## config.mk

```make
export PLATFORM = sky130hd
export DESIGN_NAME = step_dir_generator
export DESIGN_NICKNAME = d
export VERILOG_FILES = /design/src/rtl/step_pkg.sv /design/src/rtl/step_cycle_timer.sv /design/src/rtl/step_dir_generator.sv
export SDC_FILE = /design/constraint.sdc
export NUM_CORES = 1
export LEC_CHECK = 0
export ABC_AREA = 1
export BUFFER_PORTS_ARGS = -buffer_cell sky130_fd_sc_hd__buf_2
export CAP_MARGIN = 20
export CORE_MARGIN = 2
export CORE_UTILIZATION = 53
export DETAILED_ROUTE_END_ITERATION = 12
export GPL_ROUTABILITY_DRIVEN = 1
export PLACE_DENSITY_LB_ADDON = 0.08
export SYNTH_ARGS = -nofsm -noshare
export SYNTH_HDL_FRONTEND = slang
export SYNTH_SLANG_ARGS = --single-unit
```

## constraint.sdc

```tcl
create_clock -name clk -period 2.02 [get_ports clk]
set_clock_uncertainty 0.1 [all_clocks]
set_input_delay 0.404 -clock clk [delete_from_list [all_inputs] [get_ports clk]]
set_output_delay 0.404 -clock clk [all_outputs]
set_load 0.02 [all_outputs]
```

## src/rtl/step_pkg.sv

```systemverilog
// Shared state encoding and timing constants for the step/dir pulse generator.
package step_pkg;

    typedef enum logic [2:0] {
        IDLE,
        DIR_SETUP,
        PULSE_HIGH,
        PULSE_LOW,
        DONE
    } step_state_t;

    localparam int MIN_LOW_CYCLES = 2;
    localparam int DIR_SAMPLE_LAG = 2;

endpackage

```

## src/rtl/step_cycle_timer.sv

```systemverilog
// Loadable down-counter: load N-1 to time an N-cycle phase; o_expired is high in its last cycle.
module step_cycle_timer #(
    parameter int W = 16
) (
    input  logic         i_clk,
    input  logic         i_rst_n,
    input  logic         i_load,
    input  logic [W-1:0] i_load_val,
    output logic         o_expired
);

    logic [W-1:0] r_cnt;

    always_ff @(posedge i_clk or negedge i_rst_n) begin
        if (!i_rst_n) begin
            r_cnt <= '0;
        end else if (i_load) begin
            r_cnt <= i_load_val;
        end else if (r_cnt != '0) begin
            r_cnt <= r_cnt - 1'b1;
        end
    end

    assign o_expired = (r_cnt == '0);

endmodule

```

## src/rtl/step_dir_generator.sv

```systemverilog
// Step/dir transmitter: turns accepted moves into step pulses with guaranteed setup, high and low times.
// Define STEP_POSITION_EN to add a signed position counter with a synchronous clear.
module step_dir_generator
    import step_pkg::*;
#(
    parameter int COUNT_W          = 32,
    parameter int INTERVAL_W       = 16,
    parameter int PULSE_CYCLES     = 4,
    parameter int DIR_SETUP_CYCLES = 4
) (
    input  logic                  clk,
    input  logic                  resetn,
    input  logic                  cmd_valid,
    output logic                  cmd_ready,
    input  logic                  cmd_dir,
    input  logic [COUNT_W-1:0]    cmd_steps,
    input  logic [INTERVAL_W-1:0] cmd_interval,
    input  logic                  abort,
    output logic                  step,
    output logic                  dir,
    output logic                  busy,
    output logic                  done,
    output logic                  aborted,
    output logic [COUNT_W-1:0]    steps_done,
`ifdef STEP_POSITION_EN
    input  logic                  position_clear,
    output logic signed [COUNT_W:0] position,
`endif
    output step_state_t           state
);

    // Setup must outlast the downstream dir sampling lag, whatever the parameter says.
    localparam int SETUP_CYCLES = (DIR_SETUP_CYCLES > DIR_SAMPLE_LAG) ? DIR_SETUP_CYCLES
                                                                      : DIR_SAMPLE_LAG + 1;
    localparam logic [INTERVAL_W:0]   MIN_PERIOD_EXT = (INTERVAL_W+1)'(PULSE_CYCLES + MIN_LOW_CYCLES);
    localparam logic [INTERVAL_W-1:0] SETUP_LD = INTERVAL_W'(SETUP_CYCLES - 1);
    localparam logic [INTERVAL_W-1:0] PULSE_LD = INTERVAL_W'(PULSE_CYCLES - 1);
    localparam logic [INTERVAL_W-1:0] TAIL_LD  = INTERVAL_W'(MIN_LOW_CYCLES - 1);
    localparam logic [INTERVAL_W-1:0] LOW_ADJ  = INTERVAL_W'(PULSE_CYCLES + 1);

    step_state_t           r_state, w_next;
    logic                  r_step, r_dir, r_busy, r_done, r_aborted, r_cmd_ready;
    logic                  r_abort_req, r_abort_tail;
    logic [COUNT_W-1:0]    r_remaining, r_steps_done;
    logic [INTERVAL_W-1:0] r_eff_int, w_eff_int, w_load_val;
    logic [INTERVAL_W:0]   w_eff_ext;
    logic                  w_accept, w_load, w_expired, w_state_busy, w_next_busy;
    logic                  w_abort_pend, w_step_entry;

    step_cycle_timer #(.W(INTERVAL_W)) u_timer (
        .i_clk      (clk),
        .i_rst_n    (resetn),
        .i_load     (w_load),
        .i_load_val (w_load_val),
        .o_expired  (w_expired)
    );

    assign w_accept     = cmd_valid & r_cmd_ready;
    assign w_state_busy = (r_state == DIR_SETUP) || (r_state == PULSE_HIGH) || (r_state == PULSE_LOW);
    assign w_next_busy  = (w_next == DIR_SETUP) || (w_next == PULSE_HIGH) || (w_next == PULSE_LOW);
    assign w_abort_pend = w_state_busy & (r_abort_req | abort);
    assign w_step_entry = (w_next == PULSE_HIGH) && (r_state != PULSE_HIGH);
    assign w_eff_ext    = ({1'b0, cmd_interval} > MIN_PERIOD_EXT) ? {1'b0, cmd_interval} : MIN_PERIOD_EXT;
    assign w_eff_int    = w_eff_ext[INTERVAL_W] ? '1 : w_eff_ext[INTERVAL_W-1:0];

    always_comb begin
        w_next     = r_state;
        w_load     = 1'b0;
        w_load_val = '0;
        case (r_state)
            IDLE: begin
                if (w_accept) begin
                    if (cmd_steps == '0) begin
                        w_next = DONE;
                    end else begin
                        w_next     = DIR_SETUP;
                        w_load     = 1'b1;
                        w_load_val = SETUP_LD;
                    end
                end
            end
            DIR_SETUP: begin
                if (w_abort_pend) begin
                    w_next = DONE;
                end else if (w_expired) begin
                    w_next     = PULSE_HIGH;
                    w_load     = 1'b1;
                    w_load_val = PULSE_LD;
                end
            end
            PULSE_HIGH: begin
                // An abort never truncates a pulse; it only shortens the following low phase.
                if (w_expired) begin
                    w_next     = PULSE_LOW;
                    w_load     = 1'b1;
                    w_load_val = w_abort_pend ? TAIL_LD : (r_eff_int - LOW_ADJ);
                end
            end
            PULSE_LOW: begin
                if (w_abort_pend && !r_abort_tail) begin
                    w_next = DONE;
                end else if (w_expired) begin
                    if (r_abort_tail || (r_remaining == '0)) begin
                        w_next = DONE;
                    end else begin
                        w_next     = PULSE_HIGH;
                        w_load     = 1'b1;
                        w_load_val = PULSE_LD;
                    end
                end
            end
            DONE: begin
                w_next = IDLE;
            end
            default: begin
                w_next = IDLE;
            end
        endcase
    end

    always_ff @(posedge clk or negedge resetn) begin
        if (!resetn) begin
            r_state <= IDLE;
        end else begin
            r_state <= w_next;
        end
    end

    // Outputs are registered from the next state so they change on the same edge as the state.
    always_ff @(posedge clk or negedge resetn) begin
        if (!resetn) begin
            r_step       <= 1'b0;
            r_dir        <= 1'b0;
            r_busy       <= 1'b0;
            r_done       <= 1'b0;
            r_aborted    <= 1'b0;
            r_cmd_ready  <= 1'b0;
            r_abort_req  <= 1'b0;
            r_abort_tail <= 1'b0;
            r_remaining  <= '0;
            r_steps_done <= '0;
            r_eff_int    <= '0;
        end else begin
            r_step       <= (w_next == PULSE_HIGH);
            r_busy       <= w_next_busy;
            r_done       <= (w_next == DONE);
            r_cmd_ready  <= (w_next == IDLE);
            r_abort_req  <= w_next_busy & w_abort_pend;
            r_abort_tail <= (w_next == PULSE_LOW) &
                            ((r_state == PULSE_HIGH) ? w_abort_pend : r_abort_tail);
            if (w_accept) begin
                r_dir        <= cmd_dir;
                r_remaining  <= cmd_steps;
                r_eff_int    <= w_eff_int;
                r_steps_done <= '0;
                r_aborted    <= 1'b0;
            end else if (w_step_entry) begin
                r_steps_done <= r_steps_done + 1'b1;
                r_remaining  <= r_remaining - 1'b1;
            end
            if ((w_next == DONE) && w_abort_pend) begin
                r_aborted <= 1'b1;
            end
        end
    end

`ifdef STEP_POSITION_EN
    localparam logic signed [COUNT_W:0] POS_ONE = 1;
    logic signed [COUNT_W:0] r_position;

    always_ff @(posedge clk or negedge resetn) begin
        if (!resetn) begin
            r_position <= '0;
        end else if (position_clear) begin
            r_position <= '0;
        end else if (w_step_entry) begin
            r_position <= r_dir ? (r_position + POS_ONE) : (r_position - POS_ONE);
        end
    end

    assign position = r_position;
`endif

    assign step       = r_step;
    assign dir        = r_dir;
    assign busy       = r_busy;
    assign done       = r_done;
    assign aborted    = r_aborted;
    assign cmd_ready  = r_cmd_ready;
    assign steps_done = r_steps_done;
    assign state      = r_state;

endmodule
```

# Word level (Yosys, flattened, before mapping)
# Index checks and enable logic that the tools add are counted.
[totals]
reg_bits = 107
input_bits = 53
output_inout_bits = 41
wordCells = 87
[classes]
add_sub_neg = 4
magnitude_cmp = 1
eq_ne = 8
n_mux = 38
n_bitwise = 5
n_reduce_logical = 18
[op_table]
columns = ["op", "n"]
rows = [
  ["32-bit 2-to-1 mux", 4],
  ["16-bit 2-to-1 mux", 6],
  ["32-bit logical NOT", 2],
  ["16-bit one-hot mux with 4 select lines", 1],
  ["32-bit by 1-bit adder with 32-bit output, second input constant", 1],
  ["32-bit by 1-bit subtractor with 32-bit output, second input constant", 1],
  ["3-bit 2-to-1 mux", 8],
  ["16-bit by 3-bit greater-than comparator with 1-bit output, second input constant", 1],
  ["16-bit logical NOT", 1],
  ["16-bit nonzero test", 1],
  ["16-bit by 1-bit subtractor with 16-bit output, second input constant", 1],
  ["16-bit by 3-bit subtractor with 16-bit output, second input constant", 1],
  ["2-bit 2-to-1 mux", 7],
  ["3-bit by 2-bit equality test with 1-bit output, second input constant", 4],
  ["3-bit one-hot mux with 4 select lines", 1],
  ["1-bit 2-to-1 mux", 10],
  ["3-bit by 1-bit equality test with 1-bit output, second input constant", 2],
  ["3-bit logical NOT", 2],
  ["2-bit nonzero test", 3],
  ["1-bit logical OR", 5],
  ["1-bit bitwise AND", 4],
  ["1-bit one-hot mux with 4 select lines", 1],
  ["3-bit equality test, second input constant", 1],
  ["1-bit logical AND", 3],
  ["3 further kinds", 3],
]

# Longest topological paths before layout
[depth]
depth_word = 11
depth_mapped = 14
depth_no_buf = 14

# Cells and area by module
# From an unflattened synthesis, not the netlist that was laid out.
[unflattened]
cells_unflattened = 1144
area_unflattened_um2 = 7454.6
[modules_own_cells]
columns = ["mod", "n_inst", "cells_each", "area_each_um2", "seq_area_each_um2"]
rows = [
  ["step_dir_generator", 1, 977, 6269.8, 2277.2],
  ["step_cycle_timer", 1, 167, 1184.9, 400.4],
]

# Least setup slack after synthesis
# No wires, ideal clock.
[synth_path]
path_kind = "reg-to-reg"
startpoint = "register r_remaining[0]"
endpoint = "register r_remaining[26]"
setup_time_ns = 0.117
t_arrival_ns = 1.911
required_time_ns = 1.803
path_slack_ns = -0.108
path_stages_with_launch = 14
n_path_buf = 2
period_less_slack_ns = 2.128
path_cell_list = "dfrtp_1 -> inv_1 -> ha_1 -> nand2_1 -> nor2_4 -> nand2_1 -> o21bai_2 -> nand3_2 -> nand4_2 -> nand2_2 -> buf_6 -> buf_6 -> nand2_1 -> nand2_1"
[synth_between]
elab_chain_cells = 9
elab_cells_between_ends = 12
classes_between = "add/sub (1); eq/ne (1); mux (6); reduce/logical (4)"
[synth_rtl]
columns = ["element", "line_no", "rtl"]
rows = [
  ["from (decl)", "step_dir_generator.sv:44", "logic [COUNT_W-1:0] r_remaining, r_steps_done;"],
  ["from (signal assigned)", "step_dir_generator.sv:153", "r_remaining <= cmd_steps;"],
  ["from (signal assigned)", "step_dir_generator.sv:159", "r_remaining <= r_remaining - 1'b1;"],
  ["32-bit logical NOT", "step_dir_generator.sv:103", "if (r_abort_tail || (r_remaining == '0)) begin"],
  ["1-bit logical OR", "step_dir_generator.sv:103", ""],
  ["3-bit 2-to-1 mux", "step_dir_generator.sv:103", ""],
  ["3-bit 2-to-1 mux", "step_dir_generator.sv:102", "end else if (w_expired) begin"],
  ["3-bit 2-to-1 mux", "step_dir_generator.sv:100", "if (w_abort_pend && !r_abort_tail) begin"],
  ["3-bit one-hot mux with 4 select lines", "step_dir_generator.sv:70", "case (r_state)"],
  ["3-bit by 2-bit equality test with 1-bit output", "step_dir_generator.sv:62", "assign w_step_entry = (w_next == PULSE_HIGH) && (r_state != PULSE_HIGH);"],
  ["1-bit logical AND", "step_dir_generator.sv:62", ""],
  ["2-bit nonzero test (no source line)", "-", ""],
]
# Several ways; a longest one is shown, not always the timed one. The select of a mux whose other input is x is not followed.
# A chain may end at the register's enable or synchronous reset.

# Worst setup path in the final report
[layout_path]
startpoint = "register u_timer.r_cnt[0]"
endpoint = "register r_remaining[24]"
[layout_between]
elab_chain_cells = 7
elab_cells_between_ends = 10
classes_between = "eq/ne (1); mux (6); reduce/logical (3)"
[layout_rtl]
columns = ["element", "line_no", "rtl"]
rows = [
  ["from (decl)", "step_cycle_timer.sv:12", "logic [W-1:0] r_cnt;"],
  ["from (signal assigned)", "step_cycle_timer.sv:18", "r_cnt <= i_load_val;"],
  ["from (signal assigned)", "step_cycle_timer.sv:20", "r_cnt <= r_cnt - 1'b1;"],
  ["16-bit logical NOT (*)", "step_cycle_timer.sv:24", "assign o_expired = (r_cnt == '0);"],
  ["3-bit 2-to-1 mux, on equally long branches", "step_dir_generator.sv:102, step_dir_generator.sv:85", ""],
  ["3-bit 2-to-1 mux, on equally long branches", "step_dir_generator.sv:100, step_dir_generator.sv:83", ""],
  ["3-bit one-hot mux with 4 select lines (*)", "step_dir_generator.sv:70", ""],
  ["3-bit by 2-bit equality test with 1-bit output (*)", "step_dir_generator.sv:62", ""],
  ["1-bit logical AND (*)", "step_dir_generator.sv:62", ""],
  ["2-bit nonzero test (no source line) (*)", "-", ""],
]
# Mark *: on every way between the ends. The rest lies on a longest branch, timed or not.

==> summary.md <==
| Metric | Value |
|---|---|
| Status | `finished with violations` |
| Violated checks | `setup timing` |
| Worst Tran Pin Value | `between 500 and 600 ps` |
| R2r endpoint | `r_remaining[24]$_DFFE_PN0P_` |
| Number of design-rule violations left by the first detailed-router iteration | `614` |
| Total of endpoints with negative setup slack in the final report | `between 60 and 70` |
| Post-layout total power | `~0.011 W` |
| Worst hold path type | `in2reg` |
| GR Util All Layers | `0.298` |
| Peak fanout along the critical path | `7` |
| Type of element launching the critical path | `flop` |
| Worst Slack Setup Final | `-190 ps` |
| Post-synthesis cell area | `7250 um2` |
| Post-synth ARST share | `1.00` |
| Remaining DRCs | `0` |
| Register-to-register setup slack | `-190 ps` |
| Sort of element at the end of the critical path | `flop` |
| Worst Setup SP | `u_timer.r_cnt[0]$_DFFE_PN0P_` |
| Number of antenna violations at the first check in global routing | `0` |
| Hold Path Origin | `cmd_dir` |
| Placement Rows | `42` |
| Worst-case headroom to the max-slew limit | `0.616` |
| Max-cap violation count | `0` |
| Largest net degree at the start of global routing | `51` |
| Final instance area | `between 9000 and 10,000 um2` |
| Placed Instance Area | `8960 um2` |
| Total of buffers placed on input and output ports | `93` |
| Number of clock sinks | `107` |
| TritonCTS clock tree | `yes` |
| Placed cell count | `approximately 1,500` |
| Seq/Total Area, Yosys | `0.369` |
| Clock-pin slew reported for the worst setup and hold paths after clock tree synthesis | `80 ps` |
| Total congestion overflow after global routing | `0` |
| Post-synth EDFFs | `0` |
| Worst R2R Path Depth | `12` |
| Final Net Count | `1,373` |
| Fraction of layout instances using a drive strength above 1 | `0.280` |
| Count of pins on the block boundary | `94` |
| Period utilization | `1.09` |
| Synthesized instance count | `1,083` |
| Non-Filler Instances | `~1,500` |
| Yosys warning count | `0` |
| Maximum level of the CTS H-tree | `3` |
| Via count of the first global-routing pass | `7,501` |
| Highest attainable clock frequency | `453 MHz` |
| Cts bufs inserted | `9` |
| Per-cell routed wire length | `14.9 um` |
| Pre-antenna DRT Iters | `5` |
| Core area | `13,300 um2` |
| Chip Width | `approximately 120 um` |
| Number of synthesized register bits | `107` |
| Final estimated routing congestion in global placement | `0.913` |
| First-pass GRT wire length | `about 35 mm` |
| Ratio of total power to cell area | `between 1000 and 1500 nW/um2` |
| Area added between synthesis and finish | `35.1%` |
| Max Slew Vio Count | `0` |
| CTS max path bufs | `2` |
| Worst setup path category | `reg2reg` |
| Clock root buffer master | `sky130_fd_sc_hd__clkbuf_16` |
| Post-synthesis area per instance | `~6.7 um2` |
| Most used cells in the layout excluding fill and tap cells | `333 x sky130_fd_sc_hd__nand2_1, 144 x sky130_fd_sc_hd__nor2_1, 144 x sky130_fd_sc_hd__buf_4` |
| Main flop type after synthesis | `sky130_fd_sc_hd__dfrtp_1` |
| Wire length after detailed routing | `22.3 mm` |
| Static leakage | `5.11 nW` |
| Hold Path Depth | `3` |
| Critical Path Sink | `r_remaining[24]$_DFFE_PN0P_` |
| Most common cell after layout, fill and taps aside | `sky130_fd_sc_hd__nand2_1` |
| Synthesized netlist net count | `1,141` |
| Setup repair after global routing missed its margin | `true` |
| Number of diodes added for antenna fixing | `0` |
| Final ANT Viol Nets | `0` |
| Starting density of the core | `0.546` |
| Data required, critical path | `approximately 2200 ps` |
| Worst ir drop on vdd | `0.699 mV` |
| Worst-case hold slack | `141 ps` |
| Mean number of vias per cell | `5.35` |
| Crit path arrival time | `~2400 ps` |
| Chip Height | `121 um` |
| Clk Latency, worst-skew pair | `360 ps` |
| Detail Placement HPWL | `15.1 mm` |
| Fin crit period | `around 2200 ps` |
| Distinct cell type count of the synthesized netlist | `43` |
| Final-layout setup total negative slack | `-10,220 ps` |
| Die area | `14,600 um2` |
| Final hold violations | `0` |
| Vias after detailed routing | `7,999` |
| Start of the worst register-to-register path | `u_timer.r_cnt[0]$_DFFE_PN0P_` |
==> through the flow <==
step | setup slack [ps] | util
4_1_cts | -89.3 | 0.709
5_1_grt | -334 | 0.737
2_1_floorplan | 4.44 | -
3_3_place_gp | -203 | 0.674
6_report | -190 | 0.737
3_5_place_dp | -268 | 0.674
==> flip-flops by register name (all words and copies together) (netlist names) <==
register       flops
u_timer.r_cnt     16
cmd_ready          1
aborted            1
steps_done        32
r_eff_int         16
done               1
r_remaining       32
r_abort_tail       1
state              3
step               1
r_abort_req        1
dir                1
busy               1
==> worst min-delay path by stage <==
stage | to | slack, ps
2_1_floorplan | aborted$_DFFE_PN0P_ | 8
3_3_place_gp | r_remaining[6]$_DFFE_PN0P_ | 260
3_5_place_dp | r_remaining[6]$_DFFE_PN0P_ | 260
4_1_cts | dir$_DFFE_PN0P_ | 140
5_1_grt | dir$_DFFE_PN0P_ | 160
6_report | dir$_DFFE_PN0P_ | 140
==> synthesized netlist by cell type, types with 2 or more instances <==
master	n	share of area
sky130_fd_sc_hd__nor2_2	3	0.0026
sky130_fd_sc_hd__clkinv_1	2	0.0010
sky130_fd_sc_hd__o21ai_1	9	0.0062
sky130_fd_sc_hd__buf_6	4	0.0062
sky130_fd_sc_hd__nor4_1	4	0.0034
sky130_fd_sc_hd__nand3_2	3	0.0041
sky130_fd_sc_hd__nand4_1	24	0.021
sky130_fd_sc_hd__buf_4	6	0.0062
sky130_fd_sc_hd__xnor2_1	16	0.019
sky130_fd_sc_hd__a21oi_1	12	0.0083
sky130_fd_sc_hd__o21bai_1	5	0.0052
sky130_fd_sc_hd__a21boi_0	2	0.0021
sky130_fd_sc_hd__dfrtp_1	107	0.37
sky130_fd_sc_hd__o22ai_1	3	0.0026
sky130_fd_sc_hd__nor2_1	165	0.085
sky130_fd_sc_hd__buf_2	4	0.0028
sky130_fd_sc_hd__o21ai_0	34	0.023
sky130_fd_sc_hd__nor3_2	3	0.0041
sky130_fd_sc_hd__nand2_1	362	0.19
sky130_fd_sc_hd__a22oi_1	2	0.0021
sky130_fd_sc_hd__ha_1	5	0.0086
sky130_fd_sc_hd__o21a_1	2	0.0021
sky130_fd_sc_hd__a31oi_1	3	0.0026
sky130_fd_sc_hd__inv_2	7	0.0036
sky130_fd_sc_hd__clkbuf_1	16	0.0083
sky130_fd_sc_hd__nand3_1	105	0.072
sky130_fd_sc_hd__nor3_1	31	0.021
sky130_fd_sc_hd__nor2_4	2	0.0031
sky130_fd_sc_hd__xor2_1	47	0.057
sky130_fd_sc_hd__or2_2	2	0.0017
sky130_fd_sc_hd__inv_1	74	0.038
sky130_fd_sc_hd__nand2_2	3	0.0026
sky130_fd_sc_hd__buf_1	6	0.0031
==> worst max-delay path, cell delays in order (launching register included) <==
cell	delay (ps)
sky130_fd_sc_hd__dfrtp_1	390
sky130_fd_sc_hd__inv_2	90
sky130_fd_sc_hd__ha_4	170
sky130_fd_sc_hd__inv_4	50
sky130_fd_sc_hd__nor3_4	200
sky130_fd_sc_hd__nand2_2	110
sky130_fd_sc_hd__a22oi_2	190
sky130_fd_sc_hd__buf_4	170
sky130_fd_sc_hd__nand4_4	180
sky130_fd_sc_hd__nand2_8	200
sky130_fd_sc_hd__clkbuf_16	190
sky130_fd_sc_hd__nand2_1	60
sky130_fd_sc_hd__nand2_1	50
==> metal layers <==
metal,global-route usage,share of wire,vias to the layer above
met1,0.395,0.43,3744
met5,0,0,-
met2,0.495,0.49,263
met4,0.0967,0.026,0
met3,0.0503,0.055,55
li1,-,-,3937
==> cell families (layout without fill, tap and decap cells) <==
group	after synthesis	in the layout	share of synthesized area
buf+inv	119	356	0.0695
fa+ha+maj	5	5	0.00862
simple gates	712	712	0.416
flops	107	107	0.369
compound gates	77	77	0.0611
xor+xnor	63	63	0.0761
==> area by class of cell <==
cell class	instances	area [um2]
clock inverters	3	46.3
inverters	83	314
repair buffers	257	1890
multi-input cells	857	4390
clock buffers	13	260
fillers	1102	3490
well taps	176	220
flip-flops and latches	107	2680
==> timing repair <==
action	CTS	global route
setup buffers	6	10
setup endpoints to repair	71	88
hold buffers	1	0
endpoints found under the hold margin	26	0
pin swaps	12	25
gates cloned	1	5
resized for setup	28	72
==> power by group <==
part,switching [W],total [W],leakage [nW],internal [W]
clock network,0.000821,0.00186,0.146,0.00103
registers,0.000550,0.00335,1.39,0.00280
logic,0.00347,0.00612,3.57,0.00265
No activity file was read; power rests on OpenSTA's default activity.
